### src/rtl/twos_complement_out_if.sv
// Handshake/bus bundle for the signed-result output stage: sign FIFO side,
// magnitude input side and the valid/ready result side.
interface twos_complement_out_if #(
  parameter int MAG_W      = 24,
  parameter int OUT_W      = 24,
  parameter int SIGN_DEPTH = 4
);
  localparam int CW = $clog2(SIGN_DEPTH) + 1;

  logic             sign_push;
  logic             sign_a;
  logic             sign_b;
  logic             sign_full;
  logic [CW-1:0]    sign_count;
  logic [MAG_W-1:0] mag_in;
  logic             mag_valid;
  logic             mag_ready;
  logic [OUT_W-1:0] y_out;
  logic             sat_out;
  logic             out_valid;
  logic             out_ready;
  logic             err_underflow;
  logic             err_overflow;

  modport slave (
    input  sign_push, sign_a, sign_b, mag_in, mag_valid, out_ready,
    output sign_full, sign_count, mag_ready, y_out, sat_out, out_valid,
           err_underflow, err_overflow
  );

  modport master (
    output sign_push, sign_a, sign_b, mag_in, mag_valid, out_ready,
    input  sign_full, sign_count, mag_ready, y_out, sat_out, out_valid,
           err_underflow, err_overflow
  );
endinterface

### src/rtl/twos_complement_out.sv
// Re-applies queued operand signs to unsigned product magnitudes, saturating
// into a signed OUT_W result held in a valid/ready output register.
module twos_complement_out #(
  parameter int MAG_W      = 24,
  parameter int OUT_W      = 24,
  parameter int SIGN_DEPTH = 4
) (
  input  logic                   clk,
  input  logic                   reset,
  twos_complement_out_if.slave   bus
);
  localparam int PW = $clog2(SIGN_DEPTH);
  localparam int W  = ((MAG_W > OUT_W) ? MAG_W : OUT_W) + 1;
  localparam logic [W-1:0]     HALF    = W'(1) << (OUT_W - 1);
  localparam logic [OUT_W-1:0] POS_MAX = {1'b0, {(OUT_W-1){1'b1}}};
  localparam logic [OUT_W-1:0] NEG_MIN = {1'b1, {(OUT_W-1){1'b0}}};

  logic [SIGN_DEPTH-1:0] fifo_q;
  logic [PW-1:0]         wr_ptr, rd_ptr;
  logic [PW:0]           count;
  logic [OUT_W-1:0]      y_q;
  logic                  sat_q, vld_q, eu_q, eo_q;

  logic                  accept, empty, full, push_ok, pop, sign;
  logic [W-1:0]          mag_w, neg_w;
  logic [OUT_W-1:0]      res_y;
  logic                  res_sat;

  assign bus.mag_ready = !vld_q | bus.out_ready;
  assign accept  = bus.mag_valid & bus.mag_ready;
  assign empty   = (count == '0);
  assign full    = (count == (PW+1)'(SIGN_DEPTH));
  // A pop in the same cycle frees the slot, so a push into a full FIFO is legal then.
  assign push_ok = bus.sign_push & (!full | accept);
  assign pop     = accept & !empty;
  assign sign    = empty ? 1'b0 : fifo_q[rd_ptr];

  assign mag_w = W'(bus.mag_in);
  assign neg_w = (~mag_w) + W'(1);

  always_comb begin
    res_y   = '0;
    res_sat = 1'b0;
    if (!sign) begin
      if (mag_w > HALF - W'(1)) begin
        res_y   = POS_MAX;
        res_sat = 1'b1;
      end else begin
        res_y = mag_w[OUT_W-1:0];
      end
    end else if (mag_w >= HALF) begin
      // Exactly -2^(OUT_W-1) is representable, so only larger magnitudes clamp.
      res_y   = NEG_MIN;
      res_sat = (mag_w != HALF);
    end else begin
      res_y = neg_w[OUT_W-1:0];
    end
  end

  always_ff @(posedge clk) begin
    if (reset) begin
      fifo_q <= '0;
      wr_ptr <= '0;
      rd_ptr <= '0;
      count  <= '0;
      y_q    <= '0;
      sat_q  <= 1'b0;
      vld_q  <= 1'b0;
      eu_q   <= 1'b0;
      eo_q   <= 1'b0;
    end else begin
      if (push_ok) begin
        fifo_q[wr_ptr] <= bus.sign_a ^ bus.sign_b;
        wr_ptr         <= wr_ptr + PW'(1);
      end
      if (pop) rd_ptr <= rd_ptr + PW'(1);
      case ({push_ok, pop})
        2'b10:   count <= count + (PW+1)'(1);
        2'b01:   count <= count - (PW+1)'(1);
        default: count <= count;
      endcase
      if (bus.sign_push & full & !accept) eo_q <= 1'b1;
      if (accept & empty)                 eu_q <= 1'b1;
      if (accept) begin
        y_q   <= res_y;
        sat_q <= res_sat;
        vld_q <= 1'b1;
      end else if (vld_q & bus.out_ready) begin
        vld_q <= 1'b0;
      end
    end
  end

  assign bus.sign_full     = full;
  assign bus.sign_count    = count;
  assign bus.y_out         = y_q;
  assign bus.sat_out       = sat_q;
  assign bus.out_valid     = vld_q;
  assign bus.err_underflow = eu_q;
  assign bus.err_overflow  = eo_q;
endmodule

### src/flat_wrapper.sv
// flat-port wrapper written by rule: the top's interface ports become plain ports
module twos_complement_out_flat 
#(
  parameter int MAG_W      = 24,
  parameter int OUT_W      = 24,
  parameter int SIGN_DEPTH = 4
)
  (clk, reset, bus_sign_push, bus_sign_a, bus_sign_b, bus_mag_in, bus_mag_valid, bus_out_ready, bus_sign_full, bus_sign_count, bus_mag_ready, bus_y_out, bus_sat_out, bus_out_valid, bus_err_underflow, bus_err_overflow);
  twos_complement_out_if #(.MAG_W(MAG_W), .OUT_W(OUT_W), .SIGN_DEPTH(SIGN_DEPTH)) bus_i ();
  input  logic clk;
  input  logic reset;
  input wire logic [$bits(bus_i.sign_push)-1:0] bus_sign_push;
  input wire logic [$bits(bus_i.sign_a)-1:0] bus_sign_a;
  input wire logic [$bits(bus_i.sign_b)-1:0] bus_sign_b;
  input wire logic [$bits(bus_i.mag_in)-1:0] bus_mag_in;
  input wire logic [$bits(bus_i.mag_valid)-1:0] bus_mag_valid;
  input wire logic [$bits(bus_i.out_ready)-1:0] bus_out_ready;
  output wire logic [$bits(bus_i.sign_full)-1:0] bus_sign_full;
  output wire logic [$bits(bus_i.sign_count)-1:0] bus_sign_count;
  output wire logic [$bits(bus_i.mag_ready)-1:0] bus_mag_ready;
  output wire logic [$bits(bus_i.y_out)-1:0] bus_y_out;
  output wire logic [$bits(bus_i.sat_out)-1:0] bus_sat_out;
  output wire logic [$bits(bus_i.out_valid)-1:0] bus_out_valid;
  output wire logic [$bits(bus_i.err_underflow)-1:0] bus_err_underflow;
  output wire logic [$bits(bus_i.err_overflow)-1:0] bus_err_overflow;
  assign bus_i.sign_push = bus_sign_push;
  assign bus_i.sign_a = bus_sign_a;
  assign bus_i.sign_b = bus_sign_b;
  assign bus_i.mag_in = bus_mag_in;
  assign bus_i.mag_valid = bus_mag_valid;
  assign bus_i.out_ready = bus_out_ready;
  assign bus_sign_full = bus_i.sign_full;
  assign bus_sign_count = bus_i.sign_count;
  assign bus_mag_ready = bus_i.mag_ready;
  assign bus_y_out = bus_i.y_out;
  assign bus_sat_out = bus_i.sat_out;
  assign bus_out_valid = bus_i.out_valid;
  assign bus_err_underflow = bus_i.err_underflow;
  assign bus_err_overflow = bus_i.err_overflow;
  twos_complement_out #(.MAG_W(MAG_W), .OUT_W(OUT_W), .SIGN_DEPTH(SIGN_DEPTH)) u_core (.clk(clk), .reset(reset), .bus(bus_i));
endmodule
### config.mk
export PLATFORM = sky130hd
export DESIGN_NAME = twos_complement_out_flat
export DESIGN_NICKNAME = d
export VERILOG_FILES = /design/src/rtl/twos_complement_out_if.sv /design/src/rtl/twos_complement_out.sv /design/src/flat_wrapper.sv
export SDC_FILE = /design/constraint.sdc
export NUM_CORES = 1
export LEC_CHECK = 0
export BUFFER_PORTS_ARGS = -buffer_cell sky130_fd_sc_hd__buf_2
export CAP_MARGIN = 10
export CORE_ASPECT_RATIO = 1.5
export CORE_MARGIN = 10
export CORE_UTILIZATION = 56
export DETAILED_ROUTE_END_ITERATION = 10
export GPL_TIMING_DRIVEN = 0
export PLACE_DENSITY = 0.95
export SYNTH_ARGS = -nofsm -noshare
export SYNTH_HDL_FRONTEND = slang
export SYNTH_SLANG_ARGS = --single-unit
### constraint.sdc
create_clock -name clk -period 3.5 [get_ports clk]
set_clock_uncertainty 0.1 [all_clocks]
set_input_delay 0.525 -clock clk [delete_from_list [all_inputs] [get_ports clk]]
set_output_delay 0.525 -clock clk [all_outputs]
set_load 0.02 [all_outputs]
==> summary.txt <==
Status
  • Status: complete, no violations

STA
  • Crit path time final: 2860 ps
  • Final Max Tran Viols: 0
  • Setup TNS: 0 ps
  • Setup WS post-layout: 642 ps
  • RSZ-0062 raised after global routing: no
  • Worst rel slew slack: 60.7%
  • Max Clock Freq: 0.350 GHz
  • Slew @ Worst Pin: 584 ps
  • Period Utilization, post-route: 81.7%
  • Final hold vios: 0
  • Final setup fails: 0

Finish
  • Fillers: 336
  • Synth-to-Final Area Change: 21.1%
  • Diodes inserted: 0
  • Non-filler instance count after layout: 398
  • Share of cells above drive strength 1: 22.9%
  • Final nets: 390

Global route
  • GRT overflow: 0
  • Vias in the first global route: 2438
  • First-pass GRT wire length: 11600 µm
  • Total GRT Usage: 20.0%
  • Largest net degree at the start of global routing: 12
  • Initial antenna violation count: 0

CTS
  • Setup Fix Bufs, Post-CTS: 0
  • CTS Hold Bufs: 0
  • PostCTS Resize Cnt: 0
  • CTS tree: built
  • Maximum clock path buffer count: 2
  • H-tree depth: 2
  • Clk slew on worst S/H paths: 70 ps
  • Root buffer cell: clkbuf_8
  • CTS Buf Count: 5
  • Clk sinks: 39
  • Worst skew pair latency: 300 ps

Floorplanning
  • Total core area: 0.00389 mm²
  • Die span in y: 97.4 µm
  • Die area: 0.00698 mm²
  • # rows: 28
  • DIE WIDTH: 71.6 µm
  • Initial core utilization: 57.6%
  • Number of primary I/O pins: 64

Power
  • Switching part of the total: 37.6%
  • Share of power burned in registers: 39.8%
  • Internal power: 0.883 mW
  • PwrDens: 522 mW/mm²
  • Max IR drop VDD: 0.381 mV
  • Psw: 0.531 mW
  • Logic pwr share: 36.3%
  • Clock share of power: 23.9%
  • Pleak: 1.22 nW

Synth
  • Top-area cell type share of the netlist area: 34.9%
  • EDFF count, synth: 0
  • Sequential area share after synthesis: 34.9%
  • Post-Syn Nets: 320
  • Synth warn: 0
  • Async set-or-reset flop fraction in the synthesized netlist: 0%
  • Seq cells post-synth: 39
  • Post-synth top area cell: dfxtp_1
  • Avg Cell Area, Syn: 7.94 µm²
  • Synth area leaders: dfxtp_1 (35%), nor2_1 (7.5%), o21ai_0 (4.2%)
  • Ys flop type: dfxtp_1
  • Post-Syn Area: 0.00224 mm²
  • Cells after Synth: 282
  • Netlist cell types: 54
  • Top-count cell post-synth: nor2_1
  • Synth top cells by count: nor2_1 (45), dfxtp_1 (39), nand2_1 (19), o21ai_0 (19), a21oi_1 (17)

Routing
  • First drt pass iteration count: 5
  • Vias/cell: 6.30
  • Drt drc: 0
  • Final WL: 6990 µm
  • Number of nets with antenna violations after routing: 0
  • WL per Instance: 17.6 µm
  • Iter 0 DRT Violations: 296
  • Vias post-DR: 2508

Setup path
  • CP Max Fanout: 6
  • Setup CP Type: reg2reg
  • Kind of end point of the critical path: flop
  • Critical Path RT: 3630 ps
  • Data arrival, critical path: 2980 ps
  • CP Launch Type: flop

Job
  • MaxCap Viol Count: 0

Place
  • Placer congestion estimate: 0.983
  • Post-Place Setup Slack: 639 ps
  • Placed insts: 390
  • Post-DP HPWL: 5380 µm
  • Port Buffers: 63

Min path
  • Min-delay worst type: reg2reg
## critical path, cell delays in order, from the launching register on
cell	delay [ps]
dfxtp_1	390
nor3b_1	430
o21ai_0	350
nand2_1	240
ha_1	210
inv_1	70
fa_1	390
xor2_1	160
or3_1	310
a21oi_1	130
## per-stage QoR
stage / utilization [%] / instance area, µm² / total power, mW / hold slack, ps
floorplan: - / 2240 / 0.912 / 358
global placement: 67.1 / 2610 / 1.05 / 329
detailed placement: 67.1 / 2610 / 1.08 / 336
CTS: 69.7 / 2710 / 1.41 / 347
global route: 69.7 / 2710 / 1.49 / 371
finish: 69.7 / 2710 / 1.41 / 344
## path summary, 6_finish.rpt
kind | cells past startpoint | startpoint | slack [ps] | endpoint
worst max-delay path | 9 | u_core.bus.sign_count[2]$_SDFFE_PP0P_ | 640 | u_core.bus.sign_count[2]$_SDFFE_PP0P_
worst min-delay path | 2 | u_core.bus.y_out[15]$_SDFFE_PP0P_ | 340 | u_core.bus.y_out[15]$_SDFFE_PP0P_
worst max register to register | 9 | u_core.bus.sign_count[2]$_SDFFE_PP0P_ | 640 | u_core.bus.sign_count[2]$_SDFFE_PP0P_
worst min register to register | 2 | u_core.bus.y_out[15]$_SDFFE_PP0P_ | 340 | u_core.bus.y_out[15]$_SDFFE_PP0P_
## final cells by class
cell class | instances | area, µm² | area share (%)
Timing Repair Buffer | 63 | 315 | 11.6
Clock buffer | 8 | 100 | 3.69
Inverter | 16 | 60.1 | 2.22
Sequential cell | 39 | 781 | 28.8
Multi-Input combinational cell | 214 | 1320 | 48.8
Tap cell | 45 | 56.3 | 2.08
Buffer | 13 | 73.8 | 2.72
## power by group through the flow
stage	Combinational, mW	Clock, mW	Sequential, mW
after floorplan	0.282	0	0.630
after global placement	0.487	0	0.568
after detailed placement	0.508	0	0.572
after CTS	0.511	0.338	0.563
after global routing	0.561	0.358	0.573
final	0.513	0.338	0.563
## kinds of logic after synthesis
| family | Yosys count | synth area share, % |
|---|---|---|
| AO/OA/AOI/OAI | 74 | 21.7 |
| multiplexers | 7 | 3.69 |
| adder cells (fa/ha/maj) | 7 | 4.25 |
| buffers and inverters | 29 | 5.98 |
| XOR/XNOR | 14 | 5.48 |
| AND/OR/NAND/NOR | 112 | 24.0 |
| flip-flops | 39 | 34.9 |
## per-layer routing
metal  track usage, %  up-vias  share of wire (%)
li1                 -     1161                  -
met1             20.6     1143                 35
met2             33.5      155                 49
met3             6.54       49                9.5
met4             12.0        0                5.9
met5                0        -                  0
## registers in the layout, indices dropped and copies added, names as in the netlist
| name | cells |
|---|---|
| u_core.bus.err_overflow | 1 |
| u_core.bus.err_underflow | 1 |
| u_core.bus.out_valid | 1 |
| u_core.bus.sat_out | 1 |
| u_core.bus.sign_count | 3 |
| u_core.bus.y_out | 24 |
| u_core.fifo_q | 4 |
| u_core.rd_ptr | 2 |
| u_core.wr_ptr | 2 |
## placed cells by master (no fill, tap or decap), types with 2 or more instances in the layout
master	instances
a32oi_1	2
clkbuf_1	8
a22o_1	2
dfxtp_1	39
a311oi_1	3
a211oi_1	5
a31oi_1	5
nor3_1	11
or4_1	4
nor2_1	45
o21ai_1	2
clkbuf_8	8
ha_1	6
nand2_1	19
xnor2_1	5
a21oi_1	17
o32ai_1	2
and3_1	3
buf_2	64
a41oi_1	3
o31ai_1	3
inv_1	16
o21ai_0	19
mux2i_1	6
nand3_1	10
xor2_1	9
o2111ai_1	2
nor4_1	3
nor3b_1	2
or3_1	6
(Power assumes the default switching activity.)
